`config.mk`:
```
export PLATFORM = sky130hd
export DESIGN_NAME = pipelined_cla_addsub
export DESIGN_NICKNAME = d
export VERILOG_FILES = /design/src/rtl/pipelined_cla_addsub_pkg.sv /design/src/rtl/pipelined_cla_addsub_cla_group.sv /design/src/rtl/pipelined_cla_addsub.sv
export SDC_FILE = /design/constraint.sdc
export NUM_CORES = 1
export LEC_CHECK = 0
export BUFFER_PORTS_ARGS = -buffer_cell sky130_fd_sc_hd__buf_2
export CORE_ASPECT_RATIO = 0.8
export CORE_MARGIN = 1
export CORE_UTILIZATION = 40
export CTS_CLUSTER_DIAMETER = 100
export CTS_CLUSTER_SIZE = 8
export DETAILED_ROUTE_END_ITERATION = 6
export GPL_TIMING_DRIVEN = 1
export PLACE_DENSITY_LB_ADDON = 0.3
export SLEW_MARGIN = 5
export SYNTH_ARGS = -nofsm -noshare
export SYNTH_HDL_FRONTEND = slang
export SYNTH_SLANG_ARGS = --single-unit
```
`constraint.sdc`:
```
create_clock -name clk -period 2.9 [get_ports clk]
set_input_delay 0.29 -clock clk [delete_from_list [all_inputs] [get_ports clk]]
set_output_delay 0.29 -clock clk [all_outputs]
set_load 0.03 [all_outputs]
```
`src/rtl/pipelined_cla_addsub_pkg.sv`:
```
// rtl/pipelined_cla_addsub_pkg.sv - op encodings and default geometry shared across the tile
package pipelined_cla_addsub_pkg;

   typedef enum logic [1:0] {
      OP_ADD = 2'b00,
      OP_ADC = 2'b01,
      OP_SUB = 2'b10,
      OP_SBB = 2'b11
   } op_e;

   localparam int DEF_WIDTH = 16;
   localparam int DEF_GROUP = 4;

   // Subtract ops feed the inverted B operand into the adder.
   function automatic logic op_is_sub(input op_e op);
      return op[1];
   endfunction

endpackage

```
`src/rtl/pipelined_cla_addsub_cla_group.sv`:
```
// rtl/pipelined_cla_addsub_cla_group.sv - combinational GROUP-bit carry-lookahead group
module cla_group
   import pipelined_cla_addsub_pkg::*;
#(
   parameter int GROUP = DEF_GROUP
) (
   input  logic [GROUP-1:0] a,
   input  logic [GROUP-1:0] b_eff,
   input  logic             cin,
   output logic [GROUP-1:0] sum,
   output logic             cout
);

   logic [GROUP-1:0] w_p;
   logic [GROUP-1:0] w_g;
   logic [GROUP:0]   w_c;
   logic             w_t;
   logic             w_acc;

   assign w_p = a ^ b_eff;
   assign w_g = a & b_eff;

   // Each carry is the flattened sum-of-products, not a ripple chain.
   always_comb begin
      w_c    = '0;
      w_t    = 1'b0;
      w_acc  = 1'b0;
      w_c[0] = cin;
      for (int i = 0; i < GROUP; i++) begin
         w_t = cin;
         for (int j = 0; j <= i; j++) begin
            w_t = w_t & w_p[j];
         end
         w_acc = w_t;
         for (int j = 0; j <= i; j++) begin
            w_t = w_g[j];
            for (int k = j + 1; k <= i; k++) begin
               w_t = w_t & w_p[k];
            end
            w_acc = w_acc | w_t;
         end
         w_c[i+1] = w_acc;
      end
   end

   assign sum  = w_p ^ w_c[GROUP-1:0];
   assign cout = w_c[GROUP];

endmodule

```
`src/rtl/pipelined_cla_addsub.sv`:
```
// rtl/pipelined_cla_addsub.sv - pipelined CLA adder/subtractor, one lookahead group per stage
module pipelined_cla_addsub
   import pipelined_cla_addsub_pkg::*;
#(
   parameter int WIDTH = DEF_WIDTH,
   parameter int GROUP = DEF_GROUP
) (
   input  logic             clk,
   input  logic             rst_n,
   input  logic             ena,
   input  logic             in_valid,
   output logic             in_ready,
   input  logic [WIDTH-1:0] a,
   input  logic [WIDTH-1:0] b,
   input  logic             cin,
   input  logic [1:0]       op,
   output logic             out_valid,
   input  logic             out_ready,
   output logic [WIDTH-1:0] sum,
   output logic             cout,
   output logic             ovf,
   output logic             zero
);

   localparam int STAGES = WIDTH / GROUP;

   op_e              w_op;
   logic [WIDTH-1:0] w_b_eff;
   logic             w_c0;
   logic             w_stall;
   logic             w_accept;
   logic             r_out_v;
   logic [WIDTH-1:0] r_sum;
   logic             r_cout;
   logic             r_ovf;
   logic             r_zero;

   assign w_op = op_e'(op);

   always_comb begin
      w_c0    = 1'b0;
      w_b_eff = op_is_sub(w_op) ? ~b : b;
      case (w_op)
         OP_ADC:  w_c0 = cin;
         OP_SUB:  w_c0 = 1'b1;
         OP_SBB:  w_c0 = ~cin;
         default: w_c0 = 1'b0;
      endcase
   end

   assign w_stall  = ~ena | (r_out_v & ~out_ready);
   assign w_accept = in_valid & ~w_stall;
   assign in_ready = ~w_stall;

   genvar s;
   for (s = 0; s < STAGES; s++) begin : g_stg
      localparam int LO  = s * GROUP;
      localparam int REM = WIDTH - LO;

      logic [REM-1:0]      w_a;
      logic [REM-1:0]      w_b;
      logic                w_cin;
      logic                w_v;
      logic [GROUP-1:0]    w_gsum;
      logic                w_gcout;
      logic [LO+GROUP-1:0] w_acc;

      // Operands travel skewed: each stage only carries the bits not yet summed.
      if (s == 0) begin : g_in
         assign w_a   = a;
         assign w_b   = w_b_eff;
         assign w_cin = w_c0;
         assign w_v   = w_accept;
         assign w_acc = w_gsum;
      end else begin : g_fwd
         assign w_a   = g_stg[s-1].g_mid.r_a;
         assign w_b   = g_stg[s-1].g_mid.r_b;
         assign w_cin = g_stg[s-1].g_mid.r_c;
         assign w_v   = g_stg[s-1].g_mid.r_v;
         assign w_acc = {w_gsum, g_stg[s-1].g_mid.r_sum};
      end

      cla_group #(.GROUP(GROUP)) u_grp (
         .a     (w_a[GROUP-1:0]),
         .b_eff (w_b[GROUP-1:0]),
         .cin   (w_cin),
         .sum   (w_gsum),
         .cout  (w_gcout)
      );

      if (s < STAGES - 1) begin : g_mid
         logic [REM-GROUP-1:0] r_a;
         logic [REM-GROUP-1:0] r_b;
         logic [LO+GROUP-1:0]  r_sum;
         logic                 r_c;
         logic                 r_v;

         always_ff @(posedge clk or negedge rst_n) begin
            if (!rst_n) begin
               r_v   <= 1'b0;
               r_c   <= 1'b0;
               r_a   <= '0;
               r_b   <= '0;
               r_sum <= '0;
            end else if (!w_stall) begin
               r_v   <= w_v;
               r_c   <= w_gcout;
               r_a   <= w_a[REM-1:GROUP];
               r_b   <= w_b[REM-1:GROUP];
               r_sum <= w_acc;
            end
         end
      end else begin : g_last
         always_ff @(posedge clk or negedge rst_n) begin
            if (!rst_n) begin
               r_out_v <= 1'b0;
               r_sum   <= '0;
               r_cout  <= 1'b0;
               r_ovf   <= 1'b0;
               r_zero  <= 1'b0;
            end else if (!w_stall) begin
               r_out_v <= w_v;
               r_sum   <= w_acc;
               r_cout  <= w_gcout;
               r_ovf   <= (w_a[GROUP-1] == w_b[GROUP-1]) && (w_gsum[GROUP-1] != w_a[GROUP-1]);
               r_zero  <= ~|w_acc;
            end
         end
      end
   end

   assign out_valid = r_out_v;
   assign sum       = r_sum;
   assign cout      = r_cout;
   assign ovf       = r_ovf;
   assign zero      = r_zero;

endmodule

```
==> summary.md <==
| Metric | Value |
|---|---|
| Status | `complete, but fails checks` |
| Starting Density | `0.4181` |
| Die area | `0.01134 mm2` |
| Starting DRT DRC Count | `168` |
| Required @ worst endpoint | `3150 ps` |
| Hold Path Class | `in -> async` |
| Antenna viol nets, final | `0` |
| Clock slew at reported path FFs | `60 ps` |
| Synthesized flop and latch total | `98` |
| Post-synthesis mux area share | `0.005156` |
| Actual slew at the worst max-slew pin | `1130 ps` |
| Comb power frac | `0.302` |
| Max Clk Rate | `0.5020 GHz` |
| # DRC | `0` |
| CP top delay family | `simple AND/OR/NAND/NOR gates` |
| Setup Viol. Count Final | `0` |
| Gate Count Post-Synth | `462` |
| Crit share post-route | `0.6869` |
| H-tree depth reported by CTS | `3` |
| Share of cells above drive strength 1 | `0.1676` |
| Antenna cell count | `0` |
| Dpl cells | `644` |
| Total core area | `0.01045 mm2` |
| Hold Slack | `-18.66 ps` |
| Sw Pwr | `1.722 mW` |
| RD Place Congestion | `0.7367` |
| Total iterations of the first detailed-routing run | `4` |
| Pleak | `2.674 nW` |
| Most common cell after layout, fill and taps aside | `nand2_1` |
| Tmin final | `1992 ps` |
| Cell Count, Final, Fillers Out | `659` |
| Synth top area cells | `dfrtp_1 (56%), nand2_1 (19%), ha_1 (5.7%), xnor2_1 (3.4%), o21ai_0 (2.4%)` |
| Endpoints failing hold | `42` |
| Number of synthesized flops with an enable pin | `0` |
| Sink Count | `98` |
| # fillers | `1014` |
| Seq pwr share | `0.437` |
| Multi-input logic area | `0.001799 mm2` |
| Startpoint types | `register` |
| CTS tree | `yes` |
| Failing checks | `negative hold slack` |
| CP max FO | `2` |
| I/O pins | `61` |
| Pwr dens | `954.3 mW/mm2` |
| IO buf count | `60` |
| Initial antenna violation count | `0` |
| Clock Path Buffers | `2` |
| Nets | `579` |
| Synth unique cells | `27` |
| GRT Util Overall | `0.1668` |
| Sequential fraction of the synthesis area | `0.5614` |
| Most frequent cells in the layout | `nand2_1 (221), dfrtp_1 (98), buf_2 (59)` |
| Grt total ovfl | `0` |
| RSZ-0062 raised after global routing | `no` |
| WL/cell | `12.84 um` |
| YS warnings | `0` |
| Area Overhead vs Synth | `17.62%` |
| Slowest stage cell, crit path | `fa_1` |
| Largest net degree at the start of global routing | `121` |
| Cell taking the most area after synthesis | `dfrtp_1` |
| Post-synth top area share | `0.5614` |
| Vias in the first global route | `3104` |
| Root buf cell | `clkbuf_16` |
| HPWL Detailed | `5835 um` |
| Fraction of registers with async set/reset | `1.000` |
| Slew Viols, Final | `0` |
| Internal power | `3.181 mW` |
| Slew headroom | `0.2467` |
| Skew final | `6.057 ps` |
| Post-synthesis compound-gate area fraction | `0.06846` |
| Mapped cell area | `0.004368 mm2` |
| CP Buf/Inv Count | `1` |
| Largest family of logic cells by synthesized area | `simple AND/OR/NAND/NOR gates` |
| Arrival time at the worst endpoint | `2250 ps` |
| Max incr delay on CP | `540 ps` |
| Worst vdd ir | `428.5 uV` |
| TritonCTS Buffers | `9` |
| Register area | `0.002452 mm2` |
| Synth Area in Simple Gates | `0.2120` |
| Std cell rows | `33` |
| Setup TNS | `0 ps` |
| Crit end category | `register` |
| Die X | `118.8 um` |
| Die outline height | `95.47 um` |
| Clock network power share | `0.261` |
| Switching part of the total | `0.3511` |
| Max-cap violations | `0` |
| Post-cts resize count | `0` |
| Skew-Pair Late Insertion Delay | `340 ps` |
| Post-Syn Area per Cell | `9.454 um2` |
| Crit Path Category | `reg -> reg` |
| Via Count | `3047` |
| Cts hold-fix bufs | `0` |
| Setup Buffers After CTS | `0` |
| Post-Synth Adder-Cell Area | `0.07562` |
| Via density | `4.624` |
| Syn Nets | `526` |
| DRT Wirelength | `8462 um` |
| Wire length of the first global-routing pass | `14730 um` |
| Ys flop type | `dfrtp_1` |
| Xor/xnor share of the synthesized area | `0.04812` |
| Critical path cell sequence | `inv_1, fa_1, or4b_1, nor4_2, nand4_1, o31ai_2` |
[final cells by class]
type	instances	area share
multi-input cells	333	0.3502
repair buffers	65	0.06868
flip-flops and latches	98	0.4773
clock buffers	11	0.04920
clock inverters	4	0.01461
inverters	8	0.005845
well taps	140	0.03410
[sequential cells by signal, summed over array words and instances, names as in the netlist]
| name | count |
|---|---|
| g_stg.g_mid.r_sum | 24 |
| g_stg.g_mid.r_b | 24 |
| g_stg.g_mid.r_v | 3 |
| g_stg.g_mid.r_c | 3 |
| ovf | 1 |
| cout | 1 |
| zero | 1 |
| g_stg.g_mid.r_a | 24 |
| out_valid | 1 |
| sum | 16 |
[per-stage QoR]
step | area, um2 | hold WS, ps | power [mW] | utilization | setup slack [ps]
floorplan | 4368 | -5.591 | 3.181 | - | 651.8
global placement | 4810 | 356.9 | 3.606 | 0.4604 | 932.2
detailed placement | 4810 | 371.2 | 3.665 | 0.4604 | 856.1
CTS | 5137 | 2.025 | 4.968 | 0.4918 | 891.6
global route | 5137 | 32.82 | 5.265 | 0.4918 | 793.7
finish | 5137 | -18.66 | 4.903 | 0.4918 | 908.1
[synth_stat cells (all sizes together), types with 4 or more instances]
cell type and instances:
o21a 10, buf 18, o21ai 22, dfrtp 98
inv 8, xor2 7, nand2 221, o31ai 8
clkbuf 5, xnor2 17, fa 4, ha 20
nor3 7
[layer usage]
| layer | global-route usage | share of wire | up-vias |
|---|---|---|---|
| li1 | - | - | 1577 |
| met1 | 0.2273 | 0.51 | 1407 |
| met2 | 0.2622 | 0.44 | 55 |
| met3 | 0.04366 | 0.039 | 8 |
| met4 | 0.05063 | 0.012 | 0 |
| met5 | 0 | 0 | - |
[final timing paths]
kind / to / cells past startpoint / startpoint / slack (ps)
setup reg to reg: zero / 6 / g_stg[2].g_mid.r_a[0] / 910
setup / recovery: zero / 6 / g_stg[2].g_mid.r_a[0] / 910
hold reg to reg: sum[8] / 2 / sum[8] / 470
hold / removal: g_stg[0].g_mid.r_a[9] / 1 / rst_n / -20
max in group asynchronous: g_stg[0].g_mid.r_b[4] / 2 / rst_n / 2240
min in group clk: g_stg[0].g_mid.r_v / 3 / in_valid / 140
[power by group through the flow]
stage / sequential [mW] / combinational, mW / clock (mW)
6_report: 2.14 / 1.48 / 1.28
5_1_grt: 2.21 / 1.67 / 1.38
4_1_cts: 2.15 / 1.50 / 1.32
3_5_place_dp: 2.17 / 1.49 / 0
3_3_place_gp: 2.15 / 1.45 / 0
2_1_floorplan: 2.32 / 0.864 / 0
[kinds of logic (layout without fill, tap and decap cells)]
group / count (synthesis) / in the layout
flops: 98 / 98
buf+inv: 31 / 88
mux: 2 / 2
compound gates: 47 / 47
xor+xnor: 24 / 24
simple gates: 236 / 236
fa+ha+maj: 24 / 24
[worst register-to-register path: cells and delay by family, from the launching register on]
kind	cells	cell delay [ps]
and+or+nand+nor	3	740
adders and majority gates	1	540
DFF	1	350
AOI/OAI and AO/OA	1	200
buffers and inverters	1	70
(Power assumes the default switching activity.)
